**src/rtl/instr_mem_loader_pkg.sv**
```systemverilog
// Shared types and constants for the instruction-memory boot loader.
package instr_mem_loader_pkg;

    typedef enum logic [2:0] {
        S_IDLE,
        S_RECV,
        S_WRITE,
        S_DONE,
        S_ERR
    } state_t;

    localparam int          IM_DEPTH_DEF = 128;
    localparam logic [31:0] TERM_WORD    = 32'h0000_0000;

endpackage

```
**src/rtl/instr_mem_loader_word_packer.sv**
```systemverilog
// Packs four accepted bytes little-endian into a 32-bit word.
module word_packer (
    input  logic        clk_i,
    input  logic        rst_n,
    input  logic        clear_i,
    input  logic        accept_i,
    input  logic [7:0]  byte_data_i,
    output logic [31:0] word_o,
    output logic        word_full_o
);

    logic [1:0]  byte_cnt;
    logic [23:0] low_bytes;

    // Byte 3 is merged straight from the input so the full word is ready on the accepting edge.
    assign word_o      = {byte_data_i, low_bytes};
    assign word_full_o = accept_i && (byte_cnt == 2'd3);

    // NOTE: sequential state uses non-blocking assignments so all registers update together.
    always_ff @(posedge clk_i or negedge rst_n) begin
        if (!rst_n) begin
            byte_cnt  <= 2'd0;
            low_bytes <= 24'd0;
        end else if (clear_i) begin
            byte_cnt  <= 2'd0;
            low_bytes <= 24'd0;
        end else if (accept_i) begin
            case (byte_cnt)
                2'd0:    low_bytes[7:0]   <= byte_data_i;
                2'd1:    low_bytes[15:8]  <= byte_data_i;
                2'd2:    low_bytes[23:16] <= byte_data_i;
                default: ;
            endcase
            byte_cnt <= byte_cnt + 2'd1;
        end
    end

endmodule

```
**src/rtl/instr_mem_loader.sv**
```systemverilog
// Boot-time loader: streams bytes into the instruction memory and holds the CPU in reset until done.
module instr_mem_loader
    import instr_mem_loader_pkg::*;
#(
    parameter int IM_DEPTH = IM_DEPTH_DEF,
    parameter int ADDR_W   = $clog2(IM_DEPTH)
) (
    input  logic              clk_i,
    input  logic              rst_n,
    input  logic              start_i,
    input  logic [7:0]        byte_data_i,
    input  logic              byte_valid_i,
    output logic              byte_ready_o,
    output logic              im_we_o,
    output logic [31:0]       im_addr_o,
    output logic [31:0]       im_data_o,
    output logic              cpu_rst_n_o,
    output logic              busy_o,
    output logic              done_o,
    output logic              err_o,
    output logic [ADDR_W:0]   word_count_o
);

    state_t              state;
    logic [ADDR_W-1:0]   word_idx;
    logic                accept;
    logic                restart;
    logic [31:0]         packed_word;
    logic                word_full;

    assign accept  = byte_valid_i && byte_ready_o;
    assign restart = start_i && (state == S_IDLE || state == S_DONE || state == S_ERR);

    word_packer u_packer (
        .clk_i       (clk_i),
        .rst_n       (rst_n),
        .clear_i     (restart),
        .accept_i    (accept),
        .byte_data_i (byte_data_i),
        .word_o      (packed_word),
        .word_full_o (word_full)
    );

    always_ff @(posedge clk_i or negedge rst_n) begin
        if (!rst_n) begin
            state        <= S_IDLE;
            word_idx     <= '0;
            byte_ready_o <= 1'b0;
            im_we_o      <= 1'b0;
            im_addr_o    <= 32'd0;
            im_data_o    <= 32'd0;
            cpu_rst_n_o  <= 1'b0;
            busy_o       <= 1'b0;
            done_o       <= 1'b0;
            err_o        <= 1'b0;
            word_count_o <= '0;
        end else begin
            im_we_o <= 1'b0;
            case (state)
                S_IDLE, S_DONE, S_ERR: begin
                    if (start_i) begin
                        state        <= S_RECV;
                        word_idx     <= '0;
                        word_count_o <= '0;
                        byte_ready_o <= 1'b1;
                        busy_o       <= 1'b1;
                        cpu_rst_n_o  <= 1'b0;
                        done_o       <= 1'b0;
                        err_o        <= 1'b0;
                    end
                end
                S_RECV: begin
                    if (word_full) begin
                        state        <= S_WRITE;
                        byte_ready_o <= 1'b0;
                        im_we_o      <= 1'b1;
                        im_addr_o    <= {{(30-ADDR_W){1'b0}}, word_idx, 2'b00};
                        im_data_o    <= packed_word;
                    end
                end
                S_WRITE: begin
                    word_count_o <= word_count_o + (ADDR_W+1)'(1);
                    // Terminator wins over overflow, so a zero word in the last slot still completes.
                    if (im_data_o == TERM_WORD) begin
                        state       <= S_DONE;
                        busy_o      <= 1'b0;
                        done_o      <= 1'b1;
                        cpu_rst_n_o <= 1'b1;
                    end else if (word_idx == ADDR_W'(IM_DEPTH-1)) begin
                        state  <= S_ERR;
                        busy_o <= 1'b0;
                        err_o  <= 1'b1;
                    end else begin
                        state        <= S_RECV;
                        word_idx     <= word_idx + ADDR_W'(1);
                        byte_ready_o <= 1'b1;
                    end
                end
                default: state <= S_IDLE;
            endcase
        end
    end

endmodule

```
**config.mk**
```make
export PLATFORM = sky130hd
export DESIGN_NAME = instr_mem_loader
export DESIGN_NICKNAME = d
export VERILOG_FILES = /design/src/rtl/instr_mem_loader_pkg.sv /design/src/rtl/instr_mem_loader_word_packer.sv /design/src/rtl/instr_mem_loader.sv
export SDC_FILE = /design/constraint.sdc
export NUM_CORES = 1
export LEC_CHECK = 0
export BUFFER_PORTS_ARGS = -buffer_cell sky130_fd_sc_hd__buf_2
export CORE_MARGIN = 4
export CORE_UTILIZATION = 55
export CTS_CLUSTER_DIAMETER = 150
export CTS_CLUSTER_SIZE = 28
export DETAILED_ROUTE_END_ITERATION = 12
export PLACE_DENSITY = 0.91
export RECOVER_POWER = 50
export SLEW_MARGIN = 20
export SYNTH_ARGS = -nofsm -noshare
export SYNTH_HDL_FRONTEND = slang
export SYNTH_SLANG_ARGS = --single-unit
```
**constraint.sdc**
```tcl
create_clock -name clk_i -period 4.1 [get_ports clk_i]
set_input_delay 0.205 -clock clk_i [delete_from_list [all_inputs] [get_ports clk_i]]
set_output_delay 0.205 -clock clk_i [all_outputs]
set_load 0.05 [all_outputs]
```
==> results by group <==
Cells and area
  – Layout cells sized above 1: 25.8%
  – Synth-to-layout area growth: 10.8%
  – Fin nets: 413
  – Ant diodes: 0

Synth
  – Synth area leader: dfrtp_1
  – Share of the synthesized area in the top cell type: 54.9%
  – Synth warn: 0
  – Prevailing post-synth register cell: dfrtp_1
  – Post-synth EDFFs: 0
  – Count leader, synth: dfrtp_1
  – Number of storage elements in the synthesis netlist: 88
  – Sequential area share after synthesis: 54.9%
  – Synth top area cells: dfrtp_1 55%, mux2_2 9.8%, mux2i_1 7.2%
  – Synthesized area per cell: 12.0 µm²
  – Async SR Flop Fraction: 100%
  – Post-synthesis cell count: 334
  – Most frequent cells after synthesis: 88 x dfrtp_1, 35 x mux2_2, 34 x nor2_1
  – Post-Synthesis Cell Area: 0.00401 mm²
  – Post-synthesis cell type count: 43

Worst setup path
  – Crit start category: flop
  – Cells along the critical path: nor4_1, nand2_1, nor4_4, nor2_1, o31a_1
  – Worst EP arrival: 2.52 ns
  – R2R setup slack: 1.82 ns
  – CP Max Fanout: 12
  – Data required time of the worst path: 4.34 ns
  – FF-to-FF path depth: 5
  – Crit. End Element: flop
  – Worst path slowest cell: nor4_4
  – Reg2Reg Launch Point: im_data_o[25]
  – FF-to-FF End: byte_ready_o
  – Crit Path Class: flop to flop
  – Crit-path max cell delay: 0.71 ns

Detailed routing
  – Via count: 2714
  – DRT antenna net count: 0
  – First-pass detailed-route iteration total: 4
  – Total wire length: 8280 µm
  – Post-route DRC violation count: 0
  – Vias per inst: 5.47
  – Wire per inst: 16.7 µm
  – DR iter-0 viols: 137

Clock tree
  – CTS tree: yes
  – Post-CTS Setup Repair Bufs: 0
  – Sinks on Clock Net: 88
  – Root Driver: clkbuf_8
  – Worst skew pair latency: 0.36 ns
  – Clock Path Buffers: 2
  – # H-tree levels: 3
  – TritonCTS Buffers: 9
  – Reg clk slew, reported paths: 0.09 ns

Floorplanning
  – Initial Utilization: 57.8%
  – Chip Height: 93.4 µm
  – Core Region: 0.00694 mm²
  – Die X: 93.4 µm
  – DIE AREA: 0.00873 mm²
  – Cell Rows: 30
  – I/O Pins: 90

Place
  – Gp weighted congestion: 0.779
  – Setup Slack @ Placement: 1.85 ns
  – Hpwl dp: 5680 µm
  – Port bufs: 64

Pwr
  – LEAKAGE: 2.29 nW
  – Clock share of power: 18.9%
  – Power share of the combinational group: 40.7%
  – Pint: 1.82 mW
  – PwrDens: 748 mW/mm²
  – Peak supply drop: 0.358 mV
  – Sw frac: 45.4%
  – Reg power frac: 40.3%
  – Net switching power: 1.51 mW

Timing
  – Slew Limit Fails: 89
  – Final Setup Violations: 0
  – Clock Skew: 0.0135 ns
  – Min Clock Period, post-route: 2.28 ns
  – RSZ-0062 raised after global routing: no
  – Worst-Margin Slew: 2.10 ns
  – Final period util: 55.5%
  – Final worst slack: 1.82 ns
  – Slew HR: -40.0%
  – F_max: 0.439 GHz
  – Setup TNS: 0 ns
  – Hold Violations, Final: 0

Hold path
  – Min-Delay Endpoint: im_data_o[28]
  – Min-delay src: byte_data_i[4]
  – Hold Path Stages: 2
  – Hold Crit Class: input port to flop

Run status
  – Run status: complete, but fails checks
  – Failing checks: max-capacitance violations, max-slew violations

Global route
  – Vias in the first global route: 2724
  – Grt ovf: 0
  – Largest net degree at the start of global routing: 89
  – Initial antenna violation count: 1
  – Overall routing resource usage: 19.9%
  – Global-route wire length before repair: 13600 µm

Run
  – Max-cap violation count: 1
==> metal layers <==
metal	track usage (%)	vias to the layer above	share of wire (%)
li1	-	1233	-
met1	25.6	1368	42
met2	32.6	94	50
met3	4.10	17	6.2
met4	8.55	2	1.8
met5	0	-	0.16
==> flip-flops by register name (all words and copies together) (netlist names) <==
name and count:
busy_o 1, byte_ready_o 1, done_o 1, err_o 1, im_addr_o 7, im_data_o 32, im_we_o 1, state 3
u_packer.byte_cnt 2, u_packer.low_bytes 24, word_count_o 8, word_idx 7
==> how the worst max path moves through the flow <==
stage / depth (start not counted) / endpoint / from / slack, ns
4_1_cts: 5 / byte_ready_o / im_data_o[18] / 1.84
2_1_floorplan: 7 / im_data_o[14] / byte_ready_o / 2.10
3_5_place_dp: 5 / byte_ready_o / im_data_o[25] / 1.85
5_1_grt: 2 / im_data_o[11] / rst_n / 1.40
3_3_place_gp: 5 / byte_ready_o / im_data_o[25] / 1.93
6_report: 5 / byte_ready_o / im_data_o[25] / 1.82
==> through the flow <==
| step | cell area (µm²) | hold WS, ns | std cells | power [mW] | utilization [%] |
|---|---|---|---|---|---|
| after CTS | 4470 | 0.0805 | 495 | 3.36 | 64.4 |
| after global placement | 4260 | 0.458 | 479 | 2.66 | 61.4 |
| final | 4450 | 0.151 | 496 | 3.33 | 64.1 |
| after floorplan | 4100 | -0.0906 | 358 | 2.41 | - |
| after global routing | 4450 | 0.146 | 496 | 3.50 | 64.1 |
| after detailed placement | 4260 | 0.465 | 479 | 2.73 | 61.4 |
==> cell type report <==
cell class	count	area [µm²]
clock buffer	10	138
timing repair buffer	66	305
sequential	88	2200
tap	96	120
multi-input combinational	224	1590
clock inverter	6	73.8
inverter	6	22.5
fill	525	2490
==> layout by cell type, fill, tap and decap left out, types with 3 or more instances in the layout <==
cell and instances:
a21oi_1 4, inv_6 3, mux2i_1 29, inv_1 6
nor2_1 34, clkbuf_8 10, mux2_1 4, o21ai_0 14
ha_1 6, dfrtp_1 88, conb_1 25, nand3_1 10
buf_2 37, nor4_1 9, clkbuf_1 26, mux2_2 35
nand2_1 21
==> worst max-delay path: cells and delay by family (launching register included) <==
| family | cells | cell delay [ns] |
|---|---|---|
| AND/OR/NAND/NOR | 4 | 1.46 |
| flip-flops | 1 | 0.40 |
| AO/OA/AOI/OAI | 1 | 0.29 |
==> kinds of logic (layout without fill, tap and decap cells) <==
family,after synthesis,count (layout),synth area share (%)
and+or+nand+nor,92,92,11.8
other,1,25,0.0934
muxes,68,68,18.2
adders and majority gates,6,6,1.87
AOI/OAI and AO/OA,32,32,4.99
DFF,88,88,54.9
buffers and inverters,46,88,7.98
xor gates and xnor gates,1,1,0.218
==> power groups by stage <==
stage,registers (mW),logic (mW),clock network [mW]
2_1_floorplan,1.82,0.594,0
3_3_place_gp,1.33,1.33,0
3_5_place_dp,1.35,1.38,0
4_1_cts,1.34,1.39,0.635
5_1_grt,1.38,1.45,0.675
6_report,1.34,1.36,0.630
==> timing repair <==
action / CTS / global route
resized for setup: 0 / 0
hold endpoints to repair: 0 / 88
hold buffers: 0 / 1
Power figures use the tool's default switching activity.
